**src/rtl/mac_pkg.sv**
```systemverilog
// mac_pkg: shared state encoding and frame constants for the MAC transmit framer
package mac_pkg;
  typedef enum logic [3:0] {
    IDLE, LEN_HI, LEN_LO, DROP, PRE, SFD, DST, SRC, LENF, PAY, PAD, FCS, IFG
  } state_t;
  localparam logic [7:0]  PREAMBLE_BYTE = 8'h55;
  localparam logic [7:0]  SFD_BYTE      = 8'hD5;
  localparam logic [31:0] CRC_POLY      = 32'hEDB88320;
  localparam logic [31:0] CRC_INIT      = 32'hFFFFFFFF;
  localparam logic [31:0] CRC_RESIDUE   = 32'hDEBB20E3;
  localparam int          HDR_BYTES     = 14;
endpackage

```
**src/rtl/crc32_byte.sv**
```systemverilog
// crc32_byte: one-byte step of the reflected CRC-32, unrolled over eight bit shifts
module crc32_byte
  import mac_pkg::*;
(
  input  logic [31:0] crc,
  input  logic [7:0]  data,
  output logic [31:0] crc_next
);
  // fold the byte into the low bits, then shift out one bit per step
  always_comb begin
    crc_next = crc ^ {24'h0, data};
    for (int i = 0; i < 8; i++) crc_next = crc_next[0] ? (crc_next >> 1) ^ CRC_POLY : crc_next >> 1;
  end
endmodule

```
**src/rtl/mac_tx_framer.sv**
```systemverilog
// mac_tx_framer: wraps a length-prefixed byte stream into a full 802.3 frame with pad, FCS and gap
module mac_tx_framer
  import mac_pkg::*;
#(
  parameter logic [47:0] DST_MAC     = 48'hFFFFFFFFFFFF,
  parameter logic [47:0] SRC_MAC     = 48'h020000000001,
  parameter int          MIN_PAYLOAD = 46,
  parameter int          MAX_PAYLOAD = 1500,
  parameter int          IFG_CYCLES  = 12
)(
  input  logic       clk,
  input  logic       reset_n,
  input  logic       s_tvalid,
  output logic       s_tready,
  input  logic [7:0] s_tdata,
  output logic       m_tvalid,
  input  logic       m_tready,
  output logic [7:0] m_tdata,
  output logic       m_tlast,
  output logic       busy,
  output logic       frame_done,
  output logic       len_error
);
  state_t      state, state_n;
  logic [15:0] len, cnt, hdr;
  logic [7:0]  ifg_cnt;
  logic [31:0] crc, crc_next, fcs_sh;
  logic [47:0] dst_sh, src_sh;
  logic        rdy, xfer, hdr_bad;

  assign hdr      = {len[15:8], s_tdata};
  assign hdr_bad  = hdr == 16'd0 || hdr > 16'(MAX_PAYLOAD);
  assign s_tready = rdy && reset_n;
  assign xfer     = (m_tvalid && m_tready) || (s_tvalid && s_tready);
  assign busy     = state != IDLE;
  assign dst_sh   = DST_MAC >> (6'd40 - {cnt[2:0], 3'b000});
  assign src_sh   = SRC_MAC >> (6'd40 - {cnt[2:0], 3'b000});
  assign fcs_sh   = ~crc >> {cnt[1:0], 3'b000};

  crc32_byte u_crc (.crc(crc), .data(m_tdata), .crc_next(crc_next));

  // state register; async reset aborts any frame in flight
  always_ff @(posedge clk or negedge reset_n)
    if (!reset_n) state <= IDLE;
    else state <= state_n;

  // next state and handshake/data outputs per field
  always_comb begin
    state_n  = state;
    rdy      = 1'b0;
    m_tvalid = 1'b0;
    m_tdata  = 8'h00;
    m_tlast  = 1'b0;
    case (state)
      IDLE, LEN_HI: begin
        rdy = 1'b1;
        if (s_tvalid) state_n = LEN_LO;
      end
      LEN_LO: begin
        rdy = 1'b1;
        if (s_tvalid) state_n = hdr == 16'd0 ? IDLE : hdr_bad ? DROP : PRE;
      end
      DROP: begin
        rdy = 1'b1;
        if (s_tvalid && cnt == len - 16'd1) state_n = IDLE;
      end
      PRE: begin
        m_tvalid = 1'b1;
        m_tdata  = PREAMBLE_BYTE;
        if (m_tready && cnt == 16'd6) state_n = SFD;
      end
      SFD: begin
        m_tvalid = 1'b1;
        m_tdata  = SFD_BYTE;
        if (m_tready) state_n = DST;
      end
      DST: begin
        m_tvalid = 1'b1;
        m_tdata  = dst_sh[7:0];
        if (m_tready && cnt == 16'd5) state_n = SRC;
      end
      SRC: begin
        m_tvalid = 1'b1;
        m_tdata  = src_sh[7:0];
        if (m_tready && cnt == 16'd5) state_n = LENF;
      end
      LENF: begin
        m_tvalid = 1'b1;
        m_tdata  = cnt[0] ? len[7:0] : len[15:8];
        if (m_tready && cnt == 16'd1) state_n = PAY;
      end
      PAY: begin
        m_tvalid = s_tvalid;
        rdy      = m_tready;
        m_tdata  = s_tdata;
        if (s_tvalid && m_tready && cnt == len - 16'd1) state_n = len < 16'(MIN_PAYLOAD) ? PAD : FCS;
      end
      PAD: begin
        m_tvalid = 1'b1;
        if (m_tready && cnt == 16'(MIN_PAYLOAD - 1)) state_n = FCS;
      end
      FCS: begin
        m_tvalid = 1'b1;
        m_tdata  = fcs_sh[7:0];
        m_tlast  = cnt == 16'd3;
        if (m_tready && cnt == 16'd3) state_n = IFG;
      end
      IFG: if (ifg_cnt == 8'(IFG_CYCLES - 1)) state_n = IDLE;
      default: state_n = IDLE;
    endcase
  end

  // header capture, shared byte counter (payload count carries into pad), gap timer, CRC and pulses
  always_ff @(posedge clk or negedge reset_n)
    if (!reset_n) begin
      len        <= '0;
      cnt        <= '0;
      ifg_cnt    <= '0;
      crc        <= CRC_INIT;
      frame_done <= 1'b0;
      len_error  <= 1'b0;
    end else begin
      frame_done <= state == FCS && m_tready && cnt == 16'd3;
      len_error  <= state == LEN_LO && s_tvalid && hdr_bad;
      if ((state == IDLE || state == LEN_HI) && s_tvalid) len[15:8] <= s_tdata;
      if (state == LEN_LO && s_tvalid) len[7:0] <= s_tdata;
      cnt     <= state_n != state ? (state_n == PAD ? cnt + 16'd1 : 16'd0) : xfer ? cnt + 16'd1 : cnt;
      ifg_cnt <= state == IFG ? ifg_cnt + 8'd1 : 8'd0;
      crc     <= state == SFD ? CRC_INIT :
                 (m_tvalid && m_tready && state inside {DST, SRC, LENF, PAY, PAD}) ? crc_next : crc;
    end
endmodule
```
**config.mk**
```make
export PLATFORM = sky130hd
export DESIGN_NAME = mac_tx_framer
export DESIGN_NICKNAME = d
export VERILOG_FILES = /design/src/rtl/mac_pkg.sv /design/src/rtl/crc32_byte.sv /design/src/rtl/mac_tx_framer.sv
export SDC_FILE = /design/constraint.sdc
export NUM_CORES = 1
export LEC_CHECK = 0
export ABC_AREA = 0
export BUFFER_PORTS_ARGS = -buffer_cell sky130_fd_sc_hd__buf_2
export CORE_MARGIN = 2
export CORE_UTILIZATION = 40
export DETAILED_ROUTE_END_ITERATION = 7
export GPL_TIMING_DRIVEN = 0
export SYNTH_ARGS = -nofsm -noshare
export SYNTH_HDL_FRONTEND = slang
export SYNTH_SLANG_ARGS = --single-unit
```
**constraint.sdc**
```tcl
create_clock -name clk -period 9.7 [get_ports clk]
set_clock_uncertainty 0.1 [all_clocks]
set_input_delay 0.97 -clock clk [delete_from_list [all_inputs] [get_ports clk]]
set_output_delay 0.97 -clock clk [all_outputs]
set_load 0.01 [all_outputs]
```
==> impl_results.md <==
* Num Clock Sinks at 78
* Setup violators final at 0
* Layout cells sized above 1 at 0.235
* Clk root buf: clkbuf_16
* TritonCTS clock tree: yes
* Peak VDD IR at 273 uV
* Final min period at 3700 ps
* Top FF cell, synth: dfrtp_1
* Hold Crit Class: reg -> reg
* Vias/cell at 5.81
* Max-Cap Viols at 0
* H-tree depth at 3
* Setup Buffers After CTS at 0
* Fill cells at 1,326
* Pin slew with the least headroom to its limit at 1360 ps
* Initial core utilization at 0.407
* Startpoint type of the worst setup path: primary input
* Multi-input logic area at 0.00339 mm^2
* Crit-path max FO at 10
* Post-synth EDFFs at 0
* Grt peak-use layer: met2
* # rows at 43
* Outcome: finished clean
* Unrepaired setup endpoints after global routing: no
* CP delay by family, top: compound AO/OA/AOI/OAI gates
* CP required at 9830 ps
* Largest net degree at the start of global routing at 46
* Drt wl/cell at 19.4 um
* Core ar. at 0.0138 mm^2
* Reg area at 0.00199 mm^2
* Area Growth Syn to Fin at 11.4%
* Register bit count reported by yosys at 78
* Cell area after synthesis at 0.00561 mm^2
* Antenna Cells at 0
* Clock tree buffer depth at 2
* Bufs and invs on worst path at 2
* Hpwl dp at 11,400 um
* TritonRoute pass-1 iters at 4
* Vias at 4,697
* Slowest stage delay, CP at 620 ps
* CTS buffer count at 9
* Yosys warning total at 0
* Final Instance Area at 0.00625 mm^2
* IO Pins at 26
* Fin nets at 642
* Worst Hold Margin at 363 ps
* Async SR Flop Fraction at 1.00
* Grt met3 use at 0.0400
* Fin. Hold Viols at 0
* Number of global-route vias before repair at 4,639
* M1 GR Usage at 0.314
* Number of port buffers at 25
* Global-route wire length before repair at 25,200 um
* GRT Util Overall at 0.221
* RD Place Congestion at 0.900
* Cell at the slowest stage of the critical path: o311ai_0
* Antenna violations before repair at 0
* Remaining antenna violation count after routing at 0
* GRT overflow at 0
* Hold_buf cts at 0
* Fraction of the yosys area taken by sequential cells at 0.355
* Area after DPL at 0.00599 mm^2
* P per Cell Area at 394 mW/mm^2
* Critical path type: in -> reg
* Die area at 0.0150 mm^2
* Critical Path End Type: register
* Post-CTS sizing at 0
* Iter 0 DRT Violations at 342
* TNS Setup at 0 ps
* Max Freq at 271 MHz
* Slew HR at 0.0877
* Synth cell types at 74
* Leak at 2.44 nW
* Clk_lat worst skew at 350 ps
* Met2 global-route usage at 0.339
* Critical-path cell list: buf_2 > o2111a_1 > o311ai_0 > nand2_1 > a211o_1 > nor3b_1 > a21boi_1 > a31oi_2 > buf_6 > nor3_1 > xnor2_1 > nor2_1
* Drt drc at 0
* Syn_area_per_cell at 9.56 um^2
* Die W at 122 um
* Die extent in y at 122 um
* Syn Inst Count at 587
* Max Slew Vio Count at 0
* Final WL at 15,700 um
* Final worst-path cycle share at 0.381
* Syn_nets at 605
* CTS clk-pin slew, worst paths at 60 ps
* WP data arrival at 3830 ps
==> worst reg2reg max path: stages, from the launching register on <==
cell and delay [ps]:
dfrtp_1 390, buf_2 190, nor4b_4 620, a22oi_1 190
o211ai_1 250, xor2_1 610, xnor2_1 400, xor2_1 340
xor2_1 210, xnor2_1 140, a21oi_1 90
==> sequential cells by signal, summed over array words and instances, names as in the netlist <==
name,count
crc,32
cnt,16
len,16
ifg_cnt,8
state,4
frame_done,1
len_error,1
==> cells in the mapped netlist, drive strengths merged (16+ instances only) <==
cell | instances | area (um^2)
xnor2 | 63 | 567
clkbuf | 16 | 63.8
dfstp | 32 | 841
o21ai | 32 | 160
nand2 | 34 | 128
dfrtp | 46 | 1150
nor2 | 44 | 168
nand3 | 19 | 95.1
nor3 | 38 | 206
a21oi | 39 | 199
xor2 | 38 | 348
buf | 16 | 110
mux2 | 26 | 293
==> cell families (layout without fill, tap and decap cells) <==
| group | Yosys count | after routing | share of synthesized area |
|---|---|---|---|
| adders and majority gates | 6 | 6 | 0.0134 |
| xor gates and xnor gates | 101 | 101 | 0.163 |
| DFF | 78 | 78 | 0.355 |
| buffers and inverters | 47 | 89 | 0.0410 |
| AOI/OAI and AO/OA | 121 | 121 | 0.146 |
| muxes | 35 | 35 | 0.0861 |
| and+or+nand+nor | 199 | 199 | 0.195 |
==> metal layers <==
metal / vias to the layer above / wire, um
met4: 0 / 297
met5: - / 0
met1: 2332 / 7280
met3: 25 / 906
li1: 2186 / -
met2: 154 / 7210
==> placed cells by master, fill, tap and decap left out, types with 10 or more instances in the layout <==
cell,n
a21oi_1,38
xor2_1,36
inv_1,15
o21ai_0,30
dfstp_2,32
nand2_1,34
mux2_2,26
nor2_1,43
xnor2_1,61
and3_1,10
nor3_1,36
buf_2,34
clkbuf_1,15
nand3_1,19
dfrtp_1,46
==> per-stage QoR <==
step                worst slack (ps)  power (W)  std cells  utilization
global placement                5450    0.00211        792        0.433
global route                    5800    0.00263        809        0.454
finish                          6000    0.00246        809        0.454
detailed placement              5790    0.00213        793        0.435
floorplan                       6480    0.00181        587            -
CTS                             6070    0.00246        809        0.454
==> power by group <==
group          internal (W)  total, W  switching [W]
registers          0.000483  0.000631       0.000149
clock network      0.000172  0.000308       0.000136
logic              0.000688   0.00152       0.000834
==> cell type report <==
cell class	instances	area share
multi-input cells	462	0.542
well taps	180	0.0360
clock buffers	11	0.0372
plain buffers	32	0.0278
repair buffers	26	0.0248
clock inverters	5	0.00440
inverters	15	0.00901
flip-flops and latches	78	0.319
==> final timing paths <==
| path | start | end | slack [ps] | cells past startpoint |
|---|---|---|---|---|
| worst max-delay path | s_tdata[0] | cnt[14] | 6000 | 12 |
| worst min-delay path | ifg_cnt[0] | ifg_cnt[0] | 360 | 1 |
| worst max register to register | state[2] | crc[19] | 6070 | 10 |
| worst min register to register | ifg_cnt[0] | ifg_cnt[0] | 360 | 1 |
| max in group asynchronous | reset_n | crc[23] | 8370 | 2 |
| min in group asynchronous | reset_n | cnt[13] | 480 | 1 |
Note: power is estimated with default switching activity, not from simulation.
